<file path="config.mk">
export PLATFORM = sky130hd
export DESIGN_NAME = seq_divider_ctrl
export DESIGN_NICKNAME = d
export VERILOG_FILES = /design/src/rtl/div_pkg.sv /design/src/rtl/div_step.sv /design/src/rtl/seq_divider_ctrl.sv
export SDC_FILE = /design/constraint.sdc
export NUM_CORES = 1
export LEC_CHECK = 0
export ABC_AREA = 0
export ABC_CLOCK_PERIOD_IN_PS = 2750
export BUFFER_PORTS_ARGS = -buffer_cell sky130_fd_sc_hd__buf_2
export CELL_PAD_IN_SITES_DETAIL_PLACEMENT = 1
export CELL_PAD_IN_SITES_GLOBAL_PLACEMENT = 1
export CORE_ASPECT_RATIO = 0.6
export CORE_MARGIN = 1.5
export CORE_UTILIZATION = 40
export DETAILED_ROUTE_END_ITERATION = 8
export GPL_ROUTABILITY_DRIVEN = 0
export PLACE_DENSITY_LB_ADDON = 0.1
export SLEW_MARGIN = 20
export SYNTH_ARGS = -nofsm -noshare
export SYNTH_HDL_FRONTEND = slang
export SYNTH_HIERARCHICAL = 1
export SYNTH_SLANG_ARGS = --single-unit
export TNS_END_PERCENT = 1
</file>
<file path="constraint.sdc">
create_clock -name clk_i -period 2.75 [get_ports clk_i]
set_clock_uncertainty 0.05 [all_clocks]
set_input_delay 0.275 -clock clk_i [delete_from_list [all_inputs] [get_ports clk_i]]
set_output_delay 0.275 -clock clk_i [all_outputs]
set_load 0.005 [all_outputs]
</file>
<file path="src/rtl/div_pkg.sv">
// Shared widths, FSM state type and counter width for the sequential divider.
package div_pkg;

  localparam int DIVIDEND_W = 8;
  localparam int DIVISOR_W  = 4;
  localparam int CNT_W      = $clog2(DIVIDEND_W);

  typedef enum logic [1:0] {
    IDLE = 2'd0,
    RUN  = 2'd1,
    DONE = 2'd2
  } div_state_t;

endpackage

</file>
<file path="src/rtl/div_step.sv">
// One restoring-division iteration: shift the next dividend bit into the partial
// remainder, trial-subtract the divisor with a 4-bit ripple adder (a + ~d + 1)
// and keep the difference only if the shifted value was >= the divisor.
module div_step
  import div_pkg::*;
(
  input  logic [DIVISOR_W-1:0] i_r,       // current partial remainder (always < divisor)
  input  logic                 i_q_msb,   // dividend bit shifted in this step
  input  logic [DIVISOR_W-1:0] i_d,       // divisor
  output logic [DIVISOR_W-1:0] o_r_next,  // partial remainder after this step
  output logic                 o_q_bit    // quotient bit produced by this step
);

  // Low 4 bits of T = {R, Q msb}; bit 4 of T is R's msb and is handled via w_ge.
  logic [DIVISOR_W-1:0] w_t_lo;
  logic [DIVISOR_W-1:0] w_sub;
  logic [DIVISOR_W:0]   w_c;
  logic                 w_ge;

  assign w_t_lo = {i_r[DIVISOR_W-2:0], i_q_msb};
  assign w_c[0] = 1'b1;

  // Full-adder chain computing T[3:0] + ~D + 1.
  for (genvar i = 0; i < DIVISOR_W; i++) begin : g_fa
    assign w_sub[i]   = w_t_lo[i] ^ ~i_d[i] ^ w_c[i];
    assign w_c[i+1]   = (w_t_lo[i] & ~i_d[i]) | (w_c[i] & (w_t_lo[i] ^ ~i_d[i]));
  end

  // T >= D when T overflows 4 bits or the subtraction produced no borrow
  // (carry out = 1). Because T < 2D the kept remainder always fits in 4 bits.
  assign w_ge     = i_r[DIVISOR_W-1] | w_c[DIVISOR_W];
  assign o_r_next = w_ge ? w_sub : w_t_lo;
  assign o_q_bit  = w_ge;

endmodule

</file>
<file path="src/rtl/seq_divider_ctrl.sv">
// Sequential restoring divider controller: 8-bit dividend / 4-bit divisor, one
// quotient bit per clock through a single shared div_step. start/ready/done
// handshake; divide-by-zero finishes immediately with a saturated quotient.
module seq_divider_ctrl
  import div_pkg::*;
(
  input  logic                  clk_i,
  input  logic                  rst_i,
  input  logic                  start_i,
  input  logic [DIVIDEND_W-1:0] dividend_i,
  input  logic [DIVISOR_W-1:0]  divisor_i,
  output logic                  ready_o,
  output logic                  done_o,
  output logic [DIVIDEND_W-1:0] quotient_o,
  output logic [DIVISOR_W-1:0]  remainder_o,
  output logic                  div_by_zero_o
);

  localparam logic [CNT_W-1:0] LAST_CNT = CNT_W'(DIVIDEND_W - 1);

  div_state_t            r_state;
  logic [CNT_W-1:0]      r_count;
  logic [DIVIDEND_W-1:0] r_q;
  logic [DIVISOR_W-1:0]  r_r;
  logic [DIVISOR_W-1:0]  r_d;
  logic                  r_dbz;
  logic                  r_done;
  logic                  r_ready;

  logic [DIVISOR_W-1:0]  w_r_next;
  logic                  w_q_bit;

  div_step u_step (
    .i_r      (r_r),
    .i_q_msb  (r_q[DIVIDEND_W-1]),
    .i_d      (r_d),
    .o_r_next (w_r_next),
    .o_q_bit  (w_q_bit)
  );

  // FSM, iteration counter and Q/R/D datapath registers with registered handshake outputs.
  // NOTE: sequential state uses non-blocking assignments so every register in this
  // block samples pre-edge values, e.g. the RUN step reads the old r_q/r_r.
  always_ff @(posedge clk_i or posedge rst_i) begin
    if (rst_i) begin
      r_state <= IDLE;
      r_count <= '0;
      r_q     <= '0;
      r_r     <= '0;
      r_d     <= '0;
      r_dbz   <= 1'b0;
      r_done  <= 1'b0;
      r_ready <= 1'b1;
    end else begin
      case (r_state)
        IDLE: begin
          if (start_i) begin
            r_d     <= divisor_i;
            r_count <= '0;
            r_ready <= 1'b0;
            if (divisor_i == '0) begin
              r_q     <= '1;
              r_r     <= dividend_i[DIVISOR_W-1:0];
              r_dbz   <= 1'b1;
              r_done  <= 1'b1;
              r_state <= DONE;
            end else begin
              r_q     <= dividend_i;
              r_r     <= '0;
              r_dbz   <= 1'b0;
              r_state <= RUN;
            end
          end
        end
        RUN: begin
          r_q     <= {r_q[DIVIDEND_W-2:0], w_q_bit};
          r_r     <= w_r_next;
          r_count <= r_count + 1'b1;
          if (r_count == LAST_CNT) begin
            r_done  <= 1'b1;
            r_state <= DONE;
          end
        end
        DONE: begin
          r_done  <= 1'b0;
          r_ready <= 1'b1;
          r_state <= IDLE;
        end
        default: begin
          r_done  <= 1'b0;
          r_ready <= 1'b1;
          r_state <= IDLE;
        end
      endcase
    end
  end

  assign ready_o       = r_ready;
  assign done_o        = r_done;
  assign quotient_o    = r_q;
  assign remainder_o   = r_r;
  assign div_by_zero_o = r_dbz;

endmodule
</file>
==> flow_summary.ini <==
[clock_network]
cts.sinks = 24
clk_pin_slew_ns = 0.09
ctsHoldBuffers = 0
cts_max_level = 1
cts_setup_buffers = 0
cts_made_buffers = 3
clock_latency_ns = 0.27
cts_buffer_depth = 2
cts_resized = 0
cts_root_buffer = clkbuf_8
cts_tree = yes

[power]
p_per_area_nw_per_um2 = 1233
irDropWorstVdd_uv = 414.4
leakage_nw = 0.6970

[global_route]
antenna_found_initial = 0
track_usage_pct = 19.30
grt.busiest_layer = met2
first_global_vias = 954
grt_pass1_wl_um = 4809
met1_usage_pct = 27.94
grt_start_max_net_pins = 25
met2_usage_pct = 30.18
gr-total-overflow = 0
met3_usage_pct = 4.595

[floorplan]
row_count = 15
placeableCoreArea_um2 = 2909
design.die.area_um2 = 3444
initial_core_util_pct = 42.49
die_y_um = 46.06
die_w_um = 74.77
ios = 30

[yosys]
yosys-top-cells-count = 23 x dfrtp_1, 13 x inv_1, 9 x nand2_1, 9 x o21ai_0, 7 x a21oi_1
postSynth.asyncResetShare_pct = 100.0
ys_warn_count = 6
synth.most_common_cell = dfrtp_1
synth_area_per_cell_um2 = 10.48
synth.distinct_cells = 30
synth-seq-cells = 24
synth_area_leaders = dfrtp_1 47%, fa_1 4.9%, mux2_2 4.6%
yosysSeqAreaShare_pct = 48.68
synth_cells = 118
synth_edf_count = 0
yosys.area.top_type = dfrtp_1
synth_top_area_share_pct = 46.56
syn_area_um2 = 1236
synth_nets = 139
ys.flop_type = dfrtp_1

[timing]
maxSlewHeadroom_pct = 38.49
rsz0062_at_grt = false
finalHoldViolations = 0
maxSlewViolCount = 0
period_minus_slack_ns = 2.561
tightest_slew_ns = 0.9208
setup_viol = 0
fin_tns_setup_ns = 0
fmaxAchievable_ghz = 0.3905
finalCritPeriodShare_pct = 93.13

[routing]
routed_wl_um = 2942
vias = 981
drt_pre_antenna_iters = 4
drc = 0
drt-initial-drc-count = 68
routedWlPerCell_um = 15.65
final_antenna_net_count = 0
viasPerCell = 5.218

[setup_path]
worstReg2RegStart = quotient_o[7]
worstSetupPathType = flip-flop to flip-flop
worstPathRequired_ns = 2.85
critPathLaunchType = flip-flop
r2r_slack_ns = 0.19
ff2ff_path_depth = 12
rr_endpoint = remainder_o[3]
cp-end-kind = flip-flop
crit_path_max_fanout = 4
cp.arrival_ns = 2.66

[final_layout]
nets = 168
antennaDiodeCount = 0
fin_util_pct = 50.11
n_fill_cell = 339
area.growth.synth_to_final_pct = 17.92
drive_gt1_share_pct = 30.82

[hold_path]
hold_class = input port to asynchronous set/reset pin

[placed_design]
hpwl_um = 2258
port_buffers = 29

[status]
status = complete, no violations

[run]
maxCapViolCount = 0
-- registers in the layout, summed over array words and instances (netlist names) --
name / cells
r_state: 2
quotient_o: 8
remainder_o: 4
r_d: 4
div_by_zero_o: 1
done_o: 1
r_count: 3
ready_o: 1
-- through the flow --
step | hold WS, ns | instance area (um2) | setup slack, ns | cells | total power [mW]
after floorplan | 0.2389 | 1236 | 0.2581 | 118 | 1.264
after global placement | 0.4384 | 1400 | 0.1885 | 184 | 1.508
after detailed placement | 0.4424 | 1400 | 0.09234 | 184 | 1.569
after CTS | 0.1860 | 1455 | 0.08277 | 188 | 1.813
after global routing | 0.2099 | 1458 | 0.02365 | 188 | 1.978
final | 0.1421 | 1458 | 0.1890 | 188 | 1.798
-- worst max-delay path, stage by stage, from the launching register on --
cell and delay (ns):
dfrtp_1 0.41, inv_1 0.07, ha_1 0.14, inv_1 0.05
fa_1 0.35, inv_1 0.08, fa_1 0.15, inv_1 0.06
fa_2 0.37, nor2_2 0.15, mux2_1 0.33, a32oi_1 0.15
a21oi_1 0.09
-- where the power goes --
group | switching (mW) | internal [mW] | total (mW)
clock | 0.110 | 0.128 | 0.238
combinational | 0.443 | 0.418 | 0.861
sequential | 0.169 | 0.530 | 0.699
-- worst max-delay path by stage --
stage                                end           from  slack (ns)
after global routing      remainder_o[1]  quotient_o[7]        0.02
final                     remainder_o[3]  quotient_o[7]        0.19
after CTS                 remainder_o[3]  quotient_o[7]        0.08
after floorplan           remainder_o[1]  quotient_o[7]        0.26
after detailed placement  remainder_o[3]  quotient_o[7]        0.09
after global placement    remainder_o[1]  quotient_o[7]        0.19
-- kinds of logic (layout without fill, tap and decap cells) --
kind of cell	Yosys count	after routing	share of synthesized area, %
buffers and inverters	19	47	7.287
AO/OA/AOI/OAI	34	34	17.41
adder cells (fa/ha/maj)	6	6	7.895
AND/OR/NAND/NOR	28	28	12.35
flip-flops	24	24	48.68
multiplexers	7	7	6.376
-- per-layer routing --
layer / vias to the layer above / wire length, um / share of wire (%)
li1: 465 / - / -
met1: 491 / 1429 / 49
met2: 23 / 1367 / 46
met3: 2 / 136 / 4.6
met4: 0 / 8 / 0.27
met5: - / 0 / 0
-- area by class of cell --
cell class / instances / area (um2) / share of cell area (%)
clock buffers: 4 / 55.05 / 3.777
inverters: 13 / 48.80 / 3.348
multi-input cells: 75 / 546.8 / 37.51
flip-flops and latches: 24 / 601.8 / 41.29
well taps: 42 / 52.55 / 3.605
repair buffers: 30 / 152.6 / 10.47
-- layout by cell type, fill, tap and decap left out, drive strengths merged, types with 4 or more instances in the layout --
master  instances
buf            30
nor3            6
nor2            7
dfrtp          23
a22oi           5
inv            13
o21ai          13
mux2            7
nand2           9
clkbuf          4
a21oi           7
No activity file was read; power rests on OpenSTA's default activity.
